**src/rtl/dac_tx_pkg.sv**
```systemverilog
// dac_tx_pkg: shared frame-state encoding and default frame width for the DAC
// frame transmitter.
package dac_tx_pkg;

  localparam int DAC_FRAME_W = 16;

  typedef enum logic [1:0] {
    IDLE  = 2'd0,
    SETUP = 2'd1,
    SHIFT = 2'd2,
    HOLD  = 2'd3
  } dac_state_e;

endpackage

```
**src/rtl/dac_sclk_div.sv**
```systemverilog
// dac_sclk_div: free-running half-period divider. tick marks the last clk cycle
// of each CLK_DIV-cycle half-period; tick_nxt is the same flag one cycle early.
// clr restarts the count so a new frame always begins on a fresh half-period.
module dac_sclk_div #(
  parameter int CLK_DIV = 4
) (
  input  logic clk,
  input  logic rst,
  input  logic clr,
  output logic tick,
  output logic tick_nxt
);

  localparam logic [7:0] LAST_CNT = 8'(CLK_DIV - 1);

  logic [7:0] cnt_q;
  logic [7:0] cnt_d;

  // Next count: restart on clear, wrap after the last cycle of a half-period
  always_comb begin
    cnt_d = cnt_q;
    if (clr) begin
      cnt_d = 8'd0;
    end else if (cnt_q == LAST_CNT) begin
      cnt_d = 8'd0;
    end else begin
      cnt_d = cnt_q + 8'd1;
    end
  end

  // Divider count register
  always_ff @(posedge clk or negedge rst) begin
    if (!rst) begin
      cnt_q <= 8'd0;
    end else begin
      cnt_q <= cnt_d;
    end
  end

  assign tick     = (cnt_q == LAST_CNT);
  assign tick_nxt = (cnt_d == LAST_CNT);

endmodule

```
**src/rtl/dac_frame_tx.sv**
```systemverilog
// dac_frame_tx: serialises one DATA_W-bit DAC word per frame (SETUP, SHIFT,
// HOLD), MSB first, data sampled by the DAC on falling dac_sclk. Requests that
// arrive mid-frame go to a one-deep newest-wins pending slot.
// Optional build macro DAC_SKIP_SAME_EN: an idle request repeating the last
// transmitted word is dropped.
module dac_frame_tx
  import dac_tx_pkg::*;
#(
  parameter int CLK_DIV = 4,
  parameter int DATA_W  = DAC_FRAME_W
) (
  input  logic              clk,
  input  logic              rst,
  input  logic              set_en,
  input  logic [DATA_W-1:0] da_count,
  output logic              dac_sclk,
  output logic              dac_sync_n,
  output logic              dac_din,
  output logic              busy,
  output logic              done
);

  localparam int               BIT_W    = $clog2(DATA_W + 1);
  localparam logic [BIT_W-1:0] LAST_BIT = BIT_W'(DATA_W - 1);

  dac_state_e        state_q, state_d;
  logic [DATA_W-1:0] shreg_q, shreg_d;
  logic [BIT_W-1:0]  bit_cnt_q, bit_cnt_d;
  logic              half_q, half_d;
  logic              pend_vld_q, pend_vld_d;
  logic [DATA_W-1:0] pend_word_q, pend_word_d;
  logic              sclk_q, sclk_d;
  logic              sync_n_q, sync_n_d;
  logic              din_q, din_d;
  logic              busy_q, busy_d;
  logic              done_q, done_d;
  logic              launch_s;
  logic [DATA_W-1:0] launch_word_s;
  logic              skip_s;
  logic              tick_s;
  logic              tick_nxt_s;
`ifdef DAC_SKIP_SAME_EN
  logic [DATA_W-1:0] last_word_q, last_word_d;
`endif

  dac_sclk_div #(.CLK_DIV(CLK_DIV)) u_div (
    .clk      (clk),
    .rst      (rst),
    .clr      (launch_s),
    .tick     (tick_s),
    .tick_nxt (tick_nxt_s)
  );

  // Next state, frame launch and pending-slot update; the in-flight word is never touched by requests
  always_comb begin
    state_d       = state_q;
    shreg_d       = shreg_q;
    bit_cnt_d     = bit_cnt_q;
    half_d        = half_q;
    pend_vld_d    = pend_vld_q;
    pend_word_d   = pend_word_q;
    launch_s      = 1'b0;
    launch_word_s = da_count;
`ifdef DAC_SKIP_SAME_EN
    last_word_d   = last_word_q;
    skip_s        = (da_count == last_word_q);
`else
    skip_s        = 1'b0;
`endif

    if (set_en && (state_q != IDLE)) begin
      pend_word_d = da_count;
      pend_vld_d  = 1'b1;
    end else begin
      pend_vld_d  = pend_vld_q;
    end

    case (state_q)
      IDLE: begin
        if (set_en && !skip_s) begin
          launch_s = 1'b1;
        end else begin
          launch_s = 1'b0;
        end
      end
      SETUP: begin
        if (tick_s) begin
          state_d = SHIFT;
        end else begin
          state_d = SETUP;
        end
      end
      SHIFT: begin
        if (tick_s && !half_q) begin
          half_d = 1'b1;
        end else if (tick_s) begin
          half_d    = 1'b0;
          shreg_d   = {shreg_q[DATA_W-2:0], 1'b0};
          bit_cnt_d = bit_cnt_q + BIT_W'(1);
          if (bit_cnt_q == LAST_BIT) begin
            state_d = HOLD;
          end else begin
            state_d = SHIFT;
          end
        end else begin
          half_d = half_q;
        end
      end
      HOLD: begin
        if (tick_s && set_en) begin
          launch_s      = 1'b1;
          launch_word_s = da_count;
        end else if (tick_s && pend_vld_q) begin
          launch_s      = 1'b1;
          launch_word_s = pend_word_q;
        end else if (tick_s) begin
          state_d = IDLE;
        end else begin
          state_d = HOLD;
        end
      end
      default: begin
        state_d = IDLE;
      end
    endcase

    if (launch_s) begin
      state_d    = SETUP;
      shreg_d    = launch_word_s;
      bit_cnt_d  = {BIT_W{1'b0}};
      half_d     = 1'b0;
      pend_vld_d = 1'b0;
`ifdef DAC_SKIP_SAME_EN
      last_word_d = launch_word_s;
`endif
    end else begin
      state_d = state_d;
    end
  end

  // Output values for the coming cycle, decoded from the next state so the pins are flop-driven
  always_comb begin
    sclk_d   = !((state_d == SHIFT) && half_d);
    sync_n_d = !((state_d == SETUP) || (state_d == SHIFT));
    busy_d   = (state_d != IDLE);
    done_d   = (state_d == HOLD) && tick_nxt_s;
    if (state_d == SHIFT) begin
      din_d = shreg_d[DATA_W-1];
    end else begin
      din_d = 1'b0;
    end
  end

  // State, datapath and output registers; reset aborts any frame immediately
  always_ff @(posedge clk or negedge rst) begin
    if (!rst) begin
      state_q     <= IDLE;
      shreg_q     <= {DATA_W{1'b0}};
      bit_cnt_q   <= {BIT_W{1'b0}};
      half_q      <= 1'b0;
      pend_vld_q  <= 1'b0;
      pend_word_q <= {DATA_W{1'b0}};
      sclk_q      <= 1'b1;
      sync_n_q    <= 1'b1;
      din_q       <= 1'b0;
      busy_q      <= 1'b0;
      done_q      <= 1'b0;
    end else begin
      state_q     <= state_d;
      shreg_q     <= shreg_d;
      bit_cnt_q   <= bit_cnt_d;
      half_q      <= half_d;
      pend_vld_q  <= pend_vld_d;
      pend_word_q <= pend_word_d;
      sclk_q      <= sclk_d;
      sync_n_q    <= sync_n_d;
      din_q       <= din_d;
      busy_q      <= busy_d;
      done_q      <= done_d;
    end
  end

`ifdef DAC_SKIP_SAME_EN
  // Last transmitted word, used to suppress repeated idle requests
  always_ff @(posedge clk or negedge rst) begin
    if (!rst) begin
      last_word_q <= {DATA_W{1'b0}};
    end else begin
      last_word_q <= last_word_d;
    end
  end
`endif

  assign dac_sclk   = sclk_q;
  assign dac_sync_n = sync_n_q;
  assign dac_din    = din_q;
  assign busy       = busy_q;
  assign done       = done_q;

endmodule

```
**config.mk**
```make
export PLATFORM = sky130hd
export DESIGN_NAME = dac_frame_tx
export DESIGN_NICKNAME = d
export VERILOG_FILES = /design/src/rtl/dac_tx_pkg.sv /design/src/rtl/dac_sclk_div.sv /design/src/rtl/dac_frame_tx.sv
export SDC_FILE = /design/constraint.sdc
export NUM_CORES = 1
export LEC_CHECK = 0
export ABC_AREA = 1
export BUFFER_PORTS_ARGS = -buffer_cell sky130_fd_sc_hd__buf_4
export CORE_MARGIN = 2
export CORE_UTILIZATION = 23
export CTS_CLUSTER_DIAMETER = 30
export DETAILED_ROUTE_END_ITERATION = 10
export GPL_ROUTABILITY_DRIVEN = 0
export PLACE_DENSITY = 0.48
export SYNTH_ARGS = -nofsm -noshare
export SYNTH_HDL_FRONTEND = slang
export SYNTH_SLANG_ARGS = --single-unit
```
**constraint.sdc**
```tcl
create_clock -name clk -period 2.25 [get_ports clk]
set_input_delay 0.225 -clock clk [delete_from_list [all_inputs] [get_ports clk]]
set_output_delay 0.225 -clock clk [all_outputs]
set_load 0.02 [all_outputs]
```
## After elaboration in Yosys (flattened, before gate mapping)

Index checks and enable logic that the tools add are counted.

- $add $sub $neg: 2
- Equal/unequal tests: 10
- Muxes and demuxes: 33
- Reductions and logical operators: 17

Operator list:

| cell | number |
|---|---|
| two-way mux 16 bit | 7 |
| two-way mux 5 bit | 4 |
| equality test 8 x 2 -> 1 bit (second input constant) | 2 |
| two-way mux 8 bit | 2 |
| two-way mux 2 bit | 7 |
| two-way mux 1 bit | 11 |
| nonzero test 2 bit | 5 |
| adder 8 x 1 -> 8 bit (second input constant) | 1 |
| equality test 2 bit (second input constant) | 4 |
| logical AND 1 bit | 6 |
| case mux 2 bit (3 select lines) | 1 |
| adder 5 x 1 -> 5 bit (second input constant) | 1 |
| equality test 5 x 4 -> 1 bit (second input constant) | 1 |
| equality test 2 x 1 -> 1 bit (second input constant) | 2 |
| logical NOT 1 bit | 3 |
| AND reduction 3 bit | 1 |
| logical NOT 2 bit | 1 |
| != test 2 bit (second input constant) | 1 |
| case mux 1 bit (2 select lines) | 1 |
| logical OR 1 bit | 1 |

- Register bits: 54
- Input bits: 19
- Output and inout port bits: 5
- Logic and storage cells: 75

## Longest topological paths before layout

Gate-level depths: netlist of run 1.

- Word-level depth: 9
- Mapped depth: 17
- Gate-level depth less buffers: 17

## Hierarchy

A second synthesis of run 1 with hierarchy kept.

- Cells, all modules: 365
- Area, all modules: 2852.7 µm²

Modules (own cells, without submodules):

| module | instances | cells each | area each (µm²) | seq. area each (µm²) |
|---|---|---|---|---|
| dac_frame_tx | 1 | 296 | 2379.8 | 1153.6 |
| dac_sclk_div | 1 | 69 | 473.0 | 200.2 |

## Worst setup path before layout of run 1

No wires, ideal clock.

- Kind: flip-flop to flip-flop
- From: reg u_div.cnt_q[0]
- To: reg done_q, in the netlist done
- Library setup time: 114 ps
- Data arrival time: 1953 ps
- Data required time: 2136 ps
- Path slack: 183 ps
- Stages on the path, launching flop included: 18
- Path buffers: 0
- Clock period less this slack: 2067 ps
- Cell sequence: dfrtp_1 ha_1 inv_2 nor2_2 nand2_2 nor2_8 ha_1 inv_1 nand2_1 nand2_1 nand2_1 nand2_1 nand3_1 ha_1 nand3b_1 nor2_1 nand2_1 nor2_1

- Longest elaborated chain between the ends: 8
- Elaborated cells between the ends (all ways): 21
- Classes of those cells: add/sub (1); eq/ne (3); mux (13); reduce/logical (4)

Ends and longest elaborated chain:

| element | line | text |
|---|---|---|
| start: declaration | dac_sclk_div.sv:16 | `logic [7:0] cnt_q;` |
| start signal: assignment | dac_sclk_div.sv:36 | `cnt_q <= cnt_d;` |
| equality test 8 x 2 -> 1 bit * | dac_sclk_div.sv:40 | `assign tick = (cnt_q == LAST_CNT);` |
| two-way mux 2 bit / logical AND 1 bit (equally long branches) | dac_frame_tx.sv:116, dac_frame_tx.sv:113 |  |
| two-way mux 2 bit / two-way mux 1 bit (equally long branches) | dac_frame_tx.sv:113 | `end else if (tick_s && pend_vld_q) begin` |
| two-way mux 2 bit / two-way mux 1 bit (equally long branches) | dac_frame_tx.sv:110 | `if (tick_s && set_en) begin` |
| case mux 2 bit (3 select lines) / case mux 1 bit (2 select lines) (equally long branches) | dac_frame_tx.sv:78 | `case (state_q)` |
| two-way mux 2 bit * | dac_frame_tx.sv:127 | `if (launch_s) begin` |
| net state_d[0] | dac_frame_tx.sv:26 | `dac_state_e state_q, state_d;` |
| equality test 2 bit * | dac_frame_tx.sv:146 | `done_d = (state_d == HOLD) && tick_nxt_s;` |
| logical AND 1 bit * | dac_frame_tx.sv:146 |  |
| net done_d | dac_frame_tx.sv:36 | `logic done_q, done_d;` |
| end signal: assignment | dac_frame_tx.sv:179 | `done_q <= done_d;` |
| end: declaration | dac_frame_tx.sv:36 |  |

The timed path passes the listed nets; every way through them passes the cells marked *.
A chain may end at the register's enable or synchronous reset.

## Worst setup path in the final report of run 1

Same ends and word-level chain as after synthesis.

==> summary.txt, run 1 <==
Status
  • Status: finished with violations
  • Violations in the final reports: negative hold slack

Timing
  • Number of pins with negative max-slew slack in the final report: 0
  • Summed negative setup slack over all endpoints: 0 ns
  • Number of endpoints failing setup at the final stage: 0
  • Maximum clock skew at final layout: 0.00890 ns
  • Post-layout min period: a little over 2 ns
  • Hold slack final: -0.0227 ns
  • Slew Limit Headroom: 0.537
  • Worst Max-Slew Pin Slew: ~0.69 ns
  • Period utilisation layout: 0.914
  • Final count of hold timing violations: 37
  • FMAX: about 500 MHz

Routing
  • Final routed DRC violation total: 0
  • Via count: between 2k and 2.5k
  • Initial DRC count: between 100 and 150
  • DR WL/cell: 11.2 um
  • Average via count per standard cell: between 4 and 5
  • Remaining number of nets flagged by the antenna check after routing: 0
  • Sum of routed wire length over all layers: 6300 um
  • TritonRoute pass-1 iters: 5

Global route
  • Global-route track usage on met1: 0.125
  • Number of antenna violations at the first check in global routing: 0
  • First-pass GRT wire length: between 10000 and 15000 um
  • GRT Max-Usage Layer: met2
  • Aggregate global-route resource usage: 0.0951
  • Via count of the first global-routing pass: between 2k and 2.5k
  • Overflow after GRT: 0
  • Global routing met3 resource utilization: 0.0121
  • Largest net degree at the start of global routing: 55
  • Met2 global-route usage: 0.161

Synthesis
  • Register bit count reported by yosys: 54
  • Synthesized instance count: ~360
  • Cell accounting for the most synthesized area: dfrtp_1
  • Synth Net Count: between 300 and 400
  • Post-synthesis cell area: between 2000 and 3000 sq um
  • Area share of the largest cell type after synthesis: 0.439
  • Cell types with the largest area share after synthesis: dfrtp_1 44%, nand2_1 10%, inv_1 5.3%
  • Sequential element share of the synthesized area: 0.457
  • Count of different cell masters after synthesis: 33
  • Synthesized area per cell: slightly above 8 sq um
  • Count of synthesis-stage warnings from yosys: 0

Worst setup path
  • Maximum fanout count along the critical path: 3
  • Register-to-Register Path Depth: 16
  • Reg-to-reg critical path endpoint: done
  • Data arrival, critical path: between 2 and 2.5 ns
  • Data required time of the critical path: roughly 2.5 ns
  • Startpoint types: register
  • Critical setup path kind: register to register
  • Reg-to-reg setup timing slack: 0.19 ns
  • R2R Path Start: u_div.cnt_q[0]
  • Worst setup EP type: register

Clock network
  • Maximum count of clock buffers along a single path: 2
  • Clock Sinks: between 50 and 60
  • Clock root cell: clkbuf_16
  • Inserted Clock Buffers: 5
  • Clock latency reported for the late side of the worst-skew pair: ~0.29 ns
  • Count of H-tree levels built during CTS: 2
  • Clock transition at the registers of the reported paths: about 0.07 ns
  • Clock tree from TritonCTS: done

Layout
  • Antenna diode count: 0
  • Signed area change from the synthesized netlist to the final layout: 16.7%
  • Fill cell count: ~1.4k
  • Final layout net count: about 420
  • Count of placed standard cells in the final layout, fillers left out: about 560
  • Layout cells sized above 1: 0.206

Floorplan
  • Horiz. Die Dim: roughly 120 um
  • Core region area: 12600 sq um
  • Number of primary I/O pins: 24
  • Overall die height: between 100 and 150 um
  • Die Area: 13800 sq um
  • Initial core utilization: 0.235
  • Row Count: between 40 and 50

Placed design
  • Placed Instances: 552
  • Number of buffers inserted by port buffering: 23
  • HPWL after detailed placement: 4420 um

Run
  • Max-cap violations: 0

Power and ir drop
  • PwrDens: roughly 550 nW/um^2
  • Power consumption: about 1.9 mW
  • Cell leakage power: 1.78 nW
  • Worst-case vdd ir drop: between 0.3 and 0.4 mV

Hold path
  • Hold Crit Class: input pin to async pin
synthesized netlist by cell type:
cell,instances
dfstp_2,2
nand3_4,1
buf_2,2
ha_1,11
xor2_1,3
nor2_8,1
and2_2,1
buf_6,3
inv_4,1
inv_2,4
inv_1,42
buf_4,3
o21a_1,1
nand2_4,2
nor3_2,1
nor2_2,2
o21ai_2,1
nand2_1,81
buf_12,1
clkbuf_1,2
nand3b_1,1
o21ai_0,11
nor3_1,2
nor2_1,39
a21oi_1,20
dfrtp_1,52
nand2_2,16
nand3_2,9
nand4_1,5
nor2_4,1
buf_1,1
o21ai_1,13
nand3_1,28
per-stage QoR:
stage | worst slack [ns] | utilization | area, sq um | hold slack (ns)
after global placement | 0.240 | 0.261 | 3300 | 0.328
after CTS | 0.153 | 0.273 | 3440 | 0.0128
after floorplan | 0.183 | - | 2960 | -0.0706
after global routing | -0.0165 | 0.274 | 3460 | 0.0457
final | 0.193 | 0.274 | 3460 | -0.0227
after detailed placement | 0.162 | 0.261 | 3300 | 0.330
per-layer routing:
| metal | part of all wire | wire length (um) |
|---|---|---|
| met5 | 0 | 0 |
| met4 | 0.019 | 117 |
| met3 | 0.015 | 92 |
| met2 | 0.47 | 2980 |
| met1 | 0.49 | 3100 |
layout by cell type, fill, tap and decap left out, drive strengths merged:
cell     n
nand2   99
dfrtp   52
inv     47
nor2    43
nand3   38
buf     30
o21ai   25
a21oi   20
ha      11
clkbuf   7
nand4    5
xor2     3
nor3     3
dfstp    2
o21a     1
nand3b   1
and2     1
clkinv   1
kinds of logic (layout without fill, tap and decap cells):
group / after synthesis / count (layout) / synth area share
flops: 54 / 54 / 0.457
fa+ha+maj: 11 / 11 / 0.0465
compound gates: 46 / 46 / 0.0798
buf+inv: 59 / 85 / 0.0934
xor+xnor: 3 / 3 / 0.00887
simple gates: 190 / 190 / 0.314
sequential cells by signal, indices dropped and copies added (netlist names):
register,flops
bit_cnt_q,5
busy,1
dac_din,1
dac_sclk,1
dac_sync_n,1
done,1
half_q,1
pend_vld_q,1
pend_word_q,16
shreg_q,16
state_q,2
u_div.cnt_q,8
what timing repair did:
| action | 4_1_cts | 5_1_grt |
|---|---|---|
| buffers inserted | 0 | 1 |
| hold buffers | 0 | 0 |
| setup endpoints to repair | 0 | 1 |
| resized for setup | 0 | 1 |
worst max path at each step:
stage	slack [ns]	startpoint	to
floorplan	0.18	u_div.cnt_q[0]	done
global placement	0.24	u_div.cnt_q[0]	done
detailed placement	0.16	u_div.cnt_q[0]	done
CTS	0.15	u_div.cnt_q[0]	done
global route	-0.02	u_div.cnt_q[0]	done
finish	0.19	u_div.cnt_q[0]	done
final cells by class:
cell class | instances | area, sq um | share of cell area
Multi-Input combinational cell | 250 | 1340 | 0.387
Clock buffer | 7 | 143 | 0.0413
Inverter | 47 | 179 | 0.0518
Clock inverter | 1 | 5.00 | 0.00145
Sequential cell | 54 | 1350 | 0.392
Tap cell | 172 | 215 | 0.0623
Timing Repair Buffer | 30 | 225 | 0.0651
critical path: stages, from the launching register on:
cell and delay (ns):
dfrtp_1 0.40, ha_1 0.23, inv_2 0.07, nor2_2 0.03, nand2_2 0.11, nor2_8 0.04, ha_1 0.18, inv_1 0.10
nand4_1 0.11, nand2_1 0.08, nand2_1 0.08, nand3_2 0.09, ha_1 0.16, nand3b_1 0.08, nor2_1 0.10, nand2_1 0.05
nor2_1 0.09
power by group:
group / internal [mW] / switching [mW]
clock: 0.443 / 0.352
combinational: 0.0427 / 0.0651
sequential: 0.995 / 0.00693
(Power assumes the default switching activity.)
==> inputs of run 2 (changes only) <==
--- a/config.mk
+++ b/config.mk
@@ -12,6 +12,7 @@
 export CTS_CLUSTER_DIAMETER = 30
 export DETAILED_ROUTE_END_ITERATION = 10
 export GPL_ROUTABILITY_DRIVEN = 0
+export MAX_ROUTING_LAYER = met4
 export PLACE_DENSITY = 0.48
 export SYNTH_ARGS = -nofsm -noshare
 export SYNTH_HDL_FRONTEND = slang
==> run 2 against run 1 <==
  * The flow still finishes with violations (negative hold slack)
  * Setup slack barely moved
  * Utilization stayed put
  * Die area unchanged
==> summary.txt, run 2 (synthesis gave the netlist of run 1 again) <==
Status
  • Status: finished with violations
  • Violations in the final reports: negative hold slack

Power and ir drop
  • Fraction of power consumed by the clock network: 0.416 (about the same)
  • Worst-case vdd ir drop: 0.324 mV (about the same)
  • Internal power of the cells: 1.48 mW (about the same)
  • P_sw: 0.418 mW (-1.2%)
  • Combinational group share of total power: 0.057 (about the same)
  • Power consumption: 1.90 mW (-0.28%)
  • Proportion of power drawn by flip-flops and latches: 0.528 (+0.002)
  • Cell leakage power: 1.78 nW (unchanged)
  • Switching part of the total power: 0.220 (-0.00211)
  • PwrDens: 549 nW/um^2 (-0.28%)

Worst setup path
  • Delay of the slowest critical-path stage: 0.40 ns (about the same)
  • Critical setup path kind: register to register
  • Startpoint types: register
  • Cell type of the slowest stage on the worst timing path: dfrtp_1
  • Data required time of the critical path: 2.47 ns (about the same)
  • Maximum fanout count along the critical path: 3 (unchanged)
  • Worst setup EP type: register
  • Data arrival, critical path: 2.28 ns (about the same)
  • Crit path cell chain: ha_1 > inv_2 > nor2_2 > nand2_2 > nor2_8 > ha_1 > inv_1 > nand4_1 > nand2_1 > nand2_1 > nand3_2 > ha_1 > nand3b_1 > nor2_1 > nand2_1 > nor2_1

Timing
  • Number of endpoints failing setup at the final stage: 0 (unchanged)
  • Summed negative setup slack over all endpoints: 0 ns (unchanged)
  • FMAX: 486 MHz (about the same)
  • Maximum clock skew at final layout: 0.00836 ns (-0.000538 ns)
  • Post-layout min period: 2.06 ns (+0.00000800 ns)
  • Period utilisation layout: 0.914 (about the same)
  • Worst Max-Slew Pin Slew: 0.695 ns (-0.000136 ns)
  • Worst path setup slack after routing: 0.193 ns (-0.00000800 ns)
  • Final count of hold timing violations: 36 (-2.7%)
  • Number of pins with negative max-slew slack in the final report: 0 (unchanged)
  • Hold slack final: -0.0221 ns (+0.000643 ns)
  • Slew Limit Headroom: 0.537 (about the same)

Layout
  • Final layout net count: 418 (unchanged)
  • Layout cells sized above 1: 0.206 (unchanged)
  • Final core utilization: 0.274 (unchanged)
  • Largest registers: pend_word_q x16, shreg_q x16, u_div.cnt_q x8
  • Footprint of the multi-input gates: 1340 sq um (unchanged)
  • Summed area of non-filler cells in the final layout: 3460 sq um (unchanged)
  • Most frequent cells in the layout: 81 x nand2_1, 52 x dfrtp_1, 42 x inv_1
  • Total area of sequential cells: 1350 sq um (unchanged)
  • Antenna diode count: 0 (unchanged)
  • Fill cell count: 1432 (unchanged)
  • Most frequent standard cell in the layout excluding fill and tap cells: nand2_1
  • Count of placed standard cells in the final layout, fillers left out: 561 (unchanged)
  • Signed area change from the synthesized netlist to the final layout: 16.7% (unchanged)

Global route
  • Overflow after GRT: 0 (unchanged)
  • Aggregate global-route resource usage: 0.0978 (+0.00274)
  • Number of antenna violations at the first check in global routing: 0 (unchanged)
  • First-pass GRT wire length: 11000 um (unchanged)
  • Largest net degree at the start of global routing: 55 (unchanged)
  • Via count of the first global-routing pass: 2294 (+0.044%)

Routing
  • Sum of routed wire length over all layers: 6260 um (-0.54%)
  • DR WL/cell: 11.2 um (-0.54%)
  • TritonRoute pass-1 iters: 5 (unchanged)
  • Average via count per standard cell: 4.19 (+0.30%)
  • Remaining number of nets flagged by the antenna check after routing: 0 (unchanged)
  • Via count: 2350 (+0.30%)
  • Final routed DRC violation total: 0 (unchanged)
  • Initial DRC count: 147 (+4.3%)

Run
  • Max-cap violations: 0 (unchanged)

Clock network
  • Clock transition at the registers of the reported paths: 0.07 ns (about the same)
  • Clock root cell: clkbuf_16
  • Clock latency reported for the late side of the worst-skew pair: 0.29 ns (about the same)
  • Clock tree from TritonCTS: done
  • Cts hold-fix bufs: 0 (unchanged)
  • Inserted Clock Buffers: 5 (unchanged)
  • Count of H-tree levels built during CTS: 2 (unchanged)
  • Clock Sinks: 54 (unchanged)
  • Maximum count of clock buffers along a single path: 2 (unchanged)

Placed design
  • Placed instance area: 3300 sq um (unchanged)
  • HPWL after detailed placement: 4420 um (unchanged)
  • Number of buffers inserted by port buffering: 23 (unchanged)
  • Worst slack at placement: 0.162 ns (unchanged)
  • Placed Instances: 552 (unchanged)

Floorplan
  • Overall die height: 117 um (unchanged)
  • Row Count: 41 (unchanged)
  • Number of primary I/O pins: 24 (unchanged)
  • Core region area: 12600 sq um (unchanged)
  • Die Area: 13800 sq um (unchanged)
  • Initial core utilization: 0.235 (unchanged)
  • Horiz. Die Dim: 117 um (unchanged)

Hold path
  • Hold Crit Class: input pin to async pin
-- run 2: repair_timing --
action,4_1_cts,5_1_grt
buffers inserted,0,1
endpoints found under the setup margin,0,1
resized for setup,0,1
-- run 2: final timing paths --
path / depth (start not counted) / to / slack, ns / from
worst min-delay path: 1 / u_div.cnt_q[2] / -0.02 / rst
worst max-delay path: 16 / done / 0.19 / u_div.cnt_q[0]
max in group asynchronous: 1 / pend_vld_q / 1.81 / rst
worst min register to register: 2 / shreg_q[2] / 0.50 / shreg_q[2]
worst max register to register: 16 / done / 0.19 / u_div.cnt_q[0]
min in group clk: 3 / pend_word_q[10] / 0.19 / da_count[10]
-- run 2: area by class of cell --
class	count	area share
Sequential cell	54	0.392
Multi-Input combinational cell	250	0.387
Timing Repair Buffer	30	0.0651
Tap cell	172	0.0623
Inverter	47	0.0518
Clock buffer	7	0.0413
Clock inverter	1	0.00145
-- run 2: critical path, delay by kind of cell, from the launching register on --
kind          cells  cell delay [ns]
fa+ha+maj         3             0.57
buf+inv           2             0.17
flops             1             0.40
simple gates     11             0.86
-- run 2: power groups by stage --
| stage | Clock, mW | Sequential [mW] | Combinational [mW] |
|---|---|---|---|
| CTS | 0.815 | 1.00 | 0.112 |
| global route | 0.853 | 1.00 | 0.127 |
| global placement | 0 | 1.02 | 0.109 |
| detailed placement | 0 | 1.02 | 0.112 |
| finish | 0.789 | 1.00 | 0.108 |
| floorplan | 0 | 1.02 | 0.0509 |
-- run 2: routing by layer --
layer | wire, um | up-vias | track usage
li1 | - | 1195 | -
met5 | 0 | - | -
met3 | 151 | 7 | 0.0121
met2 | 2960 | 39 | 0.161
met4 | 115 | 0 | 0.0346
met1 | 3030 | 1109 | 0.125
